[src/rtl/victim_cache_param_pkg.sv]
// Shared types for the victim cache: request opcodes and controller states.
package vc_pkg;

  typedef enum logic {
    VC_LOOKUP = 1'b0,
    VC_INSERT = 1'b1
  } vc_op_e;

  typedef enum logic [1:0] {
    IDLE      = 2'd0,
    COMPARE   = 2'd1,
    WRITEBACK = 2'd2,
    RESP      = 2'd3
  } vc_state_e;

endpackage

[src/rtl/victim_cache_param_if.sv]
// L2-side request/response bus plus the memory writeback channel of the victim cache.
interface victim_cache_param_if #(
  parameter int ADDR_WIDTH = 12,
  parameter int DATA_WIDTH = 128
);
  logic                  req_valid;
  logic                  req_ready;
  logic                  req_op;
  logic [ADDR_WIDTH-1:0] req_address;
  logic [DATA_WIDTH-1:0] req_data;
  logic                  req_dirty;
  logic                  resp_valid;
  logic                  resp_hit;
  logic [DATA_WIDTH-1:0] resp_data;
  logic                  resp_dirty;
  logic                  wb_valid;
  logic                  wb_ready;
  logic [ADDR_WIDTH-1:0] wb_address;
  logic [DATA_WIDTH-1:0] wb_data;

  modport master (
    output req_valid, req_op, req_address, req_data, req_dirty, wb_ready,
    input  req_ready, resp_valid, resp_hit, resp_data, resp_dirty,
           wb_valid, wb_address, wb_data
  );

  modport slave (
    input  req_valid, req_op, req_address, req_data, req_dirty, wb_ready,
    output req_ready, resp_valid, resp_hit, resp_data, resp_dirty,
           wb_valid, wb_address, wb_data
  );
endinterface

[src/rtl/victim_cache_param_age_lru.sv]
// True-LRU tracker: one age per way, ages always a permutation of 0..NUM_WAYS-1.
module vc_age_lru #(
  parameter int NUM_WAYS = 8
) (
  input  logic                                      clk,
  input  logic                                      rst,
  input  logic                                      touch,
  input  logic [$clog2(NUM_WAYS)-1:0]               touch_way,
  output logic [$clog2(NUM_WAYS)-1:0]               lru_way,
  output logic [NUM_WAYS-1:0][$clog2(NUM_WAYS)-1:0] age
);
  localparam int AW = $clog2(NUM_WAYS);

  // Only ways younger than the touched one age by one, so the set never wraps.
  always_ff @(posedge clk) begin
    if (rst) begin
      for (int i = 0; i < NUM_WAYS; i++) age[i] <= AW'(i);
    end else if (touch) begin
      for (int i = 0; i < NUM_WAYS; i++) begin
        if (AW'(i) == touch_way)        age[i] <= '0;
        else if (age[i] < age[touch_way]) age[i] <= age[i] + 1'b1;
      end
    end
  end

  always_comb begin
    lru_way = '0;
    for (int i = 0; i < NUM_WAYS; i++)
      if (age[i] == AW'(NUM_WAYS - 1)) lru_way = AW'(i);
  end
endmodule

[src/rtl/victim_cache_param.sv]
// Fully-associative victim cache between L2 and memory: exclusive lookups, LRU
// replacement and dirty-victim writeback over a valid/ready channel.
module victim_cache_param
  import vc_pkg::*;
#(
  parameter int NUM_WAYS   = 8,
  parameter int ADDR_WIDTH = 12,
  parameter int DATA_WIDTH = 128
) (
  input logic           clk,
  input logic           rst,
  victim_cache_param_if.slave bus
);
  localparam int AW = $clog2(NUM_WAYS);

  vc_state_e state, state_nxt;

  vc_op_e                  op_q;
  logic [ADDR_WIDTH-1:0]   addr_q;
  logic [DATA_WIDTH-1:0]   data_q;
  logic                    dirty_q;
  logic [AW-1:0]           tgt_q;

  logic [NUM_WAYS-1:0][ADDR_WIDTH-1:0] tags;
  logic [NUM_WAYS-1:0][DATA_WIDTH-1:0] lines;
  logic [NUM_WAYS-1:0]                 valid;
  logic [NUM_WAYS-1:0]                 dirty;

  logic                  resp_hit_q, resp_dirty_q;
  logic [DATA_WIDTH-1:0] resp_data_q;
  logic [ADDR_WIDTH-1:0] wb_addr_q;
  logic [DATA_WIDTH-1:0] wb_data_q;

  logic [NUM_WAYS-1:0] match;
  logic [AW-1:0]       hit_way, inv_way, lru_way, target, fill_way, touch_way;
  logic                any_hit, any_inv, tgt_dirty;
  logic                touch, fill, merge, take_hit, to_wb;
  logic [NUM_WAYS-1:0][AW-1:0] age;

  vc_age_lru #(.NUM_WAYS(NUM_WAYS)) u_lru (
    .clk       (clk),
    .rst       (rst),
    .touch     (touch),
    .touch_way (touch_way),
    .lru_way   (lru_way),
    .age       (age)
  );

  // Scanning downwards leaves the lowest matching/invalid index as the winner.
  always_comb begin
    match   = '0;
    hit_way = '0;
    inv_way = '0;
    for (int i = NUM_WAYS - 1; i >= 0; i--) begin
      match[i] = valid[i] && (tags[i] == addr_q);
      if (match[i]) hit_way = AW'(i);
      if (!valid[i]) inv_way = AW'(i);
    end
  end

  assign any_hit   = |match;
  assign any_inv   = ~&valid;
  assign target    = any_inv ? inv_way : lru_way;
  assign tgt_dirty = valid[target] && dirty[target];
  assign fill_way  = (state == WRITEBACK) ? tgt_q : target;
  assign touch_way = merge ? hit_way : fill_way;

  always_comb begin
    state_nxt = state;
    touch     = 1'b0;
    fill      = 1'b0;
    merge     = 1'b0;
    take_hit  = 1'b0;
    to_wb     = 1'b0;
    case (state)
      IDLE: if (bus.req_valid) state_nxt = COMPARE;
      COMPARE: begin
        state_nxt = RESP;
        if (op_q == VC_LOOKUP) begin
          take_hit = any_hit;
        end else if (any_hit) begin
          merge = 1'b1;
          touch = 1'b1;
        end else if (tgt_dirty) begin
          to_wb     = 1'b1;
          state_nxt = WRITEBACK;
        end else begin
          fill  = 1'b1;
          touch = 1'b1;
        end
      end
      WRITEBACK: if (bus.wb_ready) begin
        fill      = 1'b1;
        touch     = 1'b1;
        state_nxt = RESP;
      end
      RESP: state_nxt = IDLE;
      default: state_nxt = IDLE;
    endcase
  end

  // take_hit/merge only fire on the COMPARE->RESP edge, so the response
  // registers are non-zero exactly during the RESP cycle.
  always_ff @(posedge clk) begin
    if (rst) begin
      state        <= IDLE;
      valid        <= '0;
      dirty        <= '0;
      resp_hit_q   <= 1'b0;
      resp_data_q  <= '0;
      resp_dirty_q <= 1'b0;
      wb_addr_q    <= '0;
      wb_data_q    <= '0;
    end else begin
      state        <= state_nxt;
      resp_hit_q   <= take_hit | merge;
      resp_data_q  <= take_hit ? lines[hit_way] : '0;
      resp_dirty_q <= take_hit && dirty[hit_way];
      if (take_hit) begin
        valid[hit_way] <= 1'b0;
        dirty[hit_way] <= 1'b0;
      end
      if (merge) dirty[hit_way] <= dirty[hit_way] | dirty_q;
      if (fill) begin
        valid[fill_way] <= 1'b1;
        dirty[fill_way] <= dirty_q;
      end
      if (to_wb) begin
        wb_addr_q <= tags[target];
        wb_data_q <= lines[target];
      end else if (state == WRITEBACK && bus.wb_ready) begin
        wb_addr_q <= '0;
        wb_data_q <= '0;
      end
    end
  end

  // Storage and the request latch carry no reset; valid bits gate their use.
  always_ff @(posedge clk) begin
    if (state == IDLE && bus.req_valid) begin
      op_q    <= vc_op_e'(bus.req_op);
      addr_q  <= bus.req_address;
      data_q  <= bus.req_data;
      dirty_q <= bus.req_dirty;
    end
    if (to_wb) tgt_q <= target;
    if (merge) lines[hit_way] <= data_q;
    if (fill) begin
      tags[fill_way]  <= addr_q;
      lines[fill_way] <= data_q;
    end
  end

  assign bus.req_ready  = (state == IDLE);
  assign bus.resp_valid = (state == RESP);
  assign bus.resp_hit   = resp_hit_q;
  assign bus.resp_data  = resp_data_q;
  assign bus.resp_dirty = resp_dirty_q;
  assign bus.wb_valid   = (state == WRITEBACK);
  assign bus.wb_address = wb_addr_q;
  assign bus.wb_data    = wb_data_q;

  lru_sane: assert property (@(posedge clk) disable iff (rst)
    age[lru_way] == AW'(NUM_WAYS - 1));
endmodule

[src/flat_wrapper.sv]
// flat-port wrapper written by rule: the top's interface ports become plain ports
module victim_cache_param_flat import vc_pkg::*;
#(
  parameter int NUM_WAYS   = 8,
  parameter int ADDR_WIDTH = 12,
  parameter int DATA_WIDTH = 128
)
  (clk, rst, bus_req_valid, bus_req_op, bus_req_address, bus_req_data, bus_req_dirty, bus_wb_ready, bus_req_ready, bus_resp_valid, bus_resp_hit, bus_resp_data, bus_resp_dirty, bus_wb_valid, bus_wb_address, bus_wb_data);
  victim_cache_param_if #(.ADDR_WIDTH(ADDR_WIDTH), .DATA_WIDTH(DATA_WIDTH)) bus_i ();
  input logic clk;
  input logic rst;
  input wire logic [$bits(bus_i.req_valid)-1:0] bus_req_valid;
  input wire logic [$bits(bus_i.req_op)-1:0] bus_req_op;
  input wire logic [$bits(bus_i.req_address)-1:0] bus_req_address;
  input wire logic [$bits(bus_i.req_data)-1:0] bus_req_data;
  input wire logic [$bits(bus_i.req_dirty)-1:0] bus_req_dirty;
  input wire logic [$bits(bus_i.wb_ready)-1:0] bus_wb_ready;
  output wire logic [$bits(bus_i.req_ready)-1:0] bus_req_ready;
  output wire logic [$bits(bus_i.resp_valid)-1:0] bus_resp_valid;
  output wire logic [$bits(bus_i.resp_hit)-1:0] bus_resp_hit;
  output wire logic [$bits(bus_i.resp_data)-1:0] bus_resp_data;
  output wire logic [$bits(bus_i.resp_dirty)-1:0] bus_resp_dirty;
  output wire logic [$bits(bus_i.wb_valid)-1:0] bus_wb_valid;
  output wire logic [$bits(bus_i.wb_address)-1:0] bus_wb_address;
  output wire logic [$bits(bus_i.wb_data)-1:0] bus_wb_data;
  assign bus_i.req_valid = bus_req_valid;
  assign bus_i.req_op = bus_req_op;
  assign bus_i.req_address = bus_req_address;
  assign bus_i.req_data = bus_req_data;
  assign bus_i.req_dirty = bus_req_dirty;
  assign bus_i.wb_ready = bus_wb_ready;
  assign bus_req_ready = bus_i.req_ready;
  assign bus_resp_valid = bus_i.resp_valid;
  assign bus_resp_hit = bus_i.resp_hit;
  assign bus_resp_data = bus_i.resp_data;
  assign bus_resp_dirty = bus_i.resp_dirty;
  assign bus_wb_valid = bus_i.wb_valid;
  assign bus_wb_address = bus_i.wb_address;
  assign bus_wb_data = bus_i.wb_data;
  victim_cache_param #(.NUM_WAYS(NUM_WAYS), .ADDR_WIDTH(ADDR_WIDTH), .DATA_WIDTH(DATA_WIDTH)) u_core (.clk(clk), .rst(rst), .bus(bus_i));
endmodule
[config.mk]
export PLATFORM = sky130hd
export DESIGN_NAME = victim_cache_param_flat
export DESIGN_NICKNAME = d
export VERILOG_FILES = /design/src/rtl/victim_cache_param_pkg.sv /design/src/rtl/victim_cache_param_if.sv /design/src/rtl/victim_cache_param_age_lru.sv /design/src/rtl/victim_cache_param.sv /design/src/flat_wrapper.sv
export SDC_FILE = /design/constraint.sdc
export NUM_CORES = 2
export LEC_CHECK = 0
export CAP_MARGIN = 10
export CORE_ASPECT_RATIO = 0.5
export CORE_MARGIN = 8
export CORE_UTILIZATION = 37
export DETAILED_ROUTE_END_ITERATION = 8
export PLACE_DENSITY = 0.6
export REMOVE_ABC_BUFFERS = 1
export SYNTH_ARGS = -nofsm -noshare
export SYNTH_HDL_FRONTEND = slang
export SYNTH_SLANG_ARGS = --single-unit
[constraint.sdc]
create_clock -name clk -period 4.1 [get_ports clk]
set_input_delay 0.615 -clock clk [delete_from_list [all_inputs] [get_ports clk]]
set_output_delay 0.615 -clock clk [all_outputs]
set_load 0.02 [all_outputs]
==> impl_metrics.csv <==
group,metric,value,unit
final_layout,multi_input_area,32400,µm²
grt,grt-ovfl-total,0,
synthesis,yosys.area.top_type,"dfxtp_1",
floorplan,die_w,623,µm
run_status,status,"finished, violations left",
critical_path,startpoint_type,"register",
timing,fmax,240,MHz
critical_path,timing.critical_path.buf_inv,6,
clocking,clockRootBuffer,"clkbuf_16",
grt,grt_pass1_vias,54818,
synthesis,synth_area_per_cell,9.64,µm²
timing,period_minus_slack,4180,ps
timing,clock_skew,33.5,ps
min_path,hold_path_class,"input pin to register",
drt,avgRoutedWirePerCell,23.4,µm
synthesis,ys_top_cells_by_area,"dfxtp_1 39%, mux2_2 17%, edfxtp_1 11%",
placed_design,dp_hpwl,140000,µm
critical_path,crit_family,"simple AND/OR/NAND/NOR gates",
floorplan,num_io_pins,419,
synthesis,yosys_warnings,0,
timing,timing.final.setup_violations,15,
synthesis,ys_ff_latch,1577,
timing,max_slew_margin,6.12,%
timing,timing.final.crit_share,102,%
timing,final_hold_viol_count,0,
synthesis,synthCells,7061,
pwr,peakVddDrop,0.459,mV
floorplan,rows,111,
drt,dr.pass1.iters,5,
run_status,violations,"setup timing",
grt,grt_pass1_wl,346000,µm
clocking,clkTransAtPathRegs,60,ps
floorplan,die_h,319,µm
clocking,cts_hold_buf,0,
critical_path,cpPeakStageDelay,430,ps
timing,holdWs,239,ps
drt,avgViaCountPerCell,5.69,
critical_path,arrival,4840,ps
drt,drtIter0Drc,5768,
floorplan,fp.dieArea,199000,µm²
drt,drtAntennaViolNets,0,
clocking,clkSinkCount,1577,
run,drv_cap,0,
critical_path,crit_top_cell,"buf_6",
timing,fin_ws,-75.2,ps
final_layout,seq_area,34000,µm²
placed_design,io_buffers,418,
clocking,ctsLongestPathBuffers,3,
synthesis,synth-main-ff-cell,"dfxtp_1",
grt,antenna_found_initial,12,
final_layout,drive_above_1_share,23.9,%
final_layout,fin_cells,10073,
synthesis,synth_async_sr_flop_share,0,%
floorplan,initial_core_util,37.2,%
synthesis,seq_area_frac_synth,49.9,%
pwr,p_leak,31.4,nW
final_layout,area_delta_synth_final,22.7,%
drt,routed_wl,236000,µm
critical_path,crit_path_end_kind,"register",
critical_path,cpMaxStageDelayCell,"edfxtp_1",
synthesis,synth_edf_count,241,
synthesis,synthDistinctLibCells,85,
timing,rsz0062_at_grt,"yes",
placed_design,gp_congestion,0.863,
critical_path,path_cells,"buf_6 -> buf_6 -> xnor2_4 -> nand4_1 -> buf_4 -> nor4_4 -> nor4_4 -> a21oi_2 -> nand3_2 -> nand2_4 -> nor2_2 -> nor2_1 -> nor2_1 -> a311oi_2 -> a31oi_2 -> buf_6 -> buf_12 -> ha_4 -> or2_4 -> a21oi_2 -> a31o_1 -> inv_1 -> a221o_1",
synthesis,synth_top_area_share,39.3,%
pwr,total_power,43.7,mW
pwr,p_per_area,523,nW/µm²
timing,final.setup.tns,-576,ps
critical_path,crit_fanout,7,
critical_path,critPathKind,"register to register",
placed_design,dp.cells,9717,
final_layout,n_fill_cell,17151,
synthesis,synth_area,68100,µm²
grt,grt_max_degree,190,
critical_path,cp.required,4770,ps
final_layout,fin_nets,7686,
timing,tightest_slew,1410,ps
grt,grtUsageTotal,22.1,%
drt,vias,57365,
drt,drc_errors,0,
clocking,htreeDepth,4,
clocking,numCtsBuffers,152,
floorplan,core-area,183000,µm²
clocking,clock_latency,810,ps
clocking,tritoncts,"built",
timing,drv_slew,0,
-- path summary, 6_finish.rpt --
check / depth (start not counted) / slack (ps) / from / endpoint
hold / removal: 2 / 240 / rst / u_core.valid[5]$_SDFF_PP0_
hold reg to reg: 2 / 490 / u_core.bus.wb_data[84]$_SDFFE_PP0P_ / u_core.bus.wb_data[84]$_SDFFE_PP0P_
setup / recovery: 23 / -80 / u_core.addr_q[7]$_DFFE_PP_ / u_core.u_lru.age[10]$_SDFFE_PP1P_
setup reg to reg: 23 / -80 / u_core.addr_q[7]$_DFFE_PP_ / u_core.u_lru.age[10]$_SDFFE_PP1P_
-- final cells by class --
class                      count  area share, %
sequential                  1577           40.7
multi-input combinational   4898           38.7
timing repair buffer         855           10.8
clock buffer                 222           5.36
tap                         2429           3.64
clock inverter                57          0.665
inverter                      29          0.154
antenna                        6         0.0180
-- per-stage QoR --
step | instance area (µm²) | setup slack (ps) | util [%]
floorplan | 65700 | -48120 | -
global placement | 77000 | -431 | 42.1
CTS | 82300 | -12.5 | 44.9
detailed placement | 77000 | -393 | 42.1
finish | 83600 | -75.2 | 45.7
global route | 83600 | -214 | 45.7
-- power breakdown --
group | leakage [nW] | switching [mW] | total, mW | internal [mW]
Clock | 2.49 | 6.19 | 14.3 | 8.11
Sequential | 13.1 | 2.28 | 20.8 | 18.6
Combinational | 15.8 | 4.27 | 8.60 | 4.34
Total | 31.4 | 12.7 | 43.7 | 31.0
-- sequential cells by signal, summed over array words and instances, names as in the netlist --
signal and flops:
u_core.tgt_q 3, u_core.valid 8, u_core.addr_q 12, u_core.bus.wb_data 128, u_core.u_lru.age 24, u_core.state 2, u_core.bus.resp_data 128, u_core.dirty_q 1
u_core.data_q 128, u_core.lines 1024, u_core.tags 96, u_core.dirty 8, u_core.bus.resp_dirty 1, u_core.bus.wb_address 12, u_core.bus.resp_hit 1, u_core.op_q 1
-- cell families after synthesis --
family	count (synthesis)	share of synthesized area [%]
AO/OA/AOI/OAI	1089	10.8
flip-flops	1577	49.9
buffers and inverters	587	3.66
AND/OR/NAND/NOR	2654	16.8
XOR/XNOR	96	1.23
adder cells (fa/ha/maj)	28	0.513
multiplexers	1030	17.1
-- synthesized netlist by cell type, types with 3 or more instances --
cell type,instances
a22o_1,72
dfxtp_1,1336
inv_1,27
a21oi_1,312
ha_1,27
a22oi_1,241
nor2_1,223
nand2b_1,9
a21boi_1,6
and2_1,7
nor3_1,11
a21oi_2,3
nor4_2,4
buf_6,22
buf_2,98
o21ai_0,23
a31oi_1,265
or2_2,11
mux2_2,1024
nand3_1,864
nand2_1,1449
nor4_1,13
a31o_1,6
nor4b_1,3
a221oi_1,81
o211ai_1,4
a221o_1,6
nor4_4,5
edfxtp_1,241
buf_1,30
clkbuf_1,407
o21a_1,5
xnor2_1,96
a2111o_1,4
or3b_1,3
o22ai_1,8
and3_1,8
nand4_1,25
o21ai_1,8
a211oi_1,8
o31a_1,5
nor3b_1,3
mux2i_1,3
-- routing by layer --
metal	vias to the layer above	GRT usage, %	share of wire (%)
met5	-	0	0.0042
met4	2	10.1	4.2
met3	479	2.81	6.4
met2	2321	37.4	48
met1	28376	28.1	41
li1	26187	-	-
-- cell usage in the layout (no fill, tap or decap), types with 9 or more instances in the layout --
master	Yosys	final
nand2_1	1449	1440
dfxtp_1	1336	1334
mux2_2	1024	1006
nand3_1	864	861
clkdlybuf4s50_1	0	417
buf_4	1	309
a21oi_1	312	297
a31oi_1	265	262
a22oi_1	241	241
edfxtp_1	241	241
nor2_1	223	216
clkbuf_16	0	174
buf_12	0	88
xnor2_1	96	87
a221oi_1	81	81
a22o_1	72	72
clkbuf_1	407	39
clkinv_2	0	27
inv_1	27	26
nand4_1	25	25
o21ai_0	23	23
clkbuf_8	0	23
buf_6	22	21
mux2_4	1	20
ha_1	27	18
nor4_1	13	13
a21oi_2	3	12
clkinv_1	0	10
nor3_1	11	9
-- what timing repair did --
| action | 4_1_cts | 5_1_grt |
|---|---|---|
| gates resized for setup | 23 | 109 |
| gates cloned | 0 | 16 |
| buffers inserted | 13 | 43 |
| pin swaps | 19 | 61 |
| setup endpoints to repair | 104 | 494 |
Note: power is estimated with default switching activity, not from simulation.
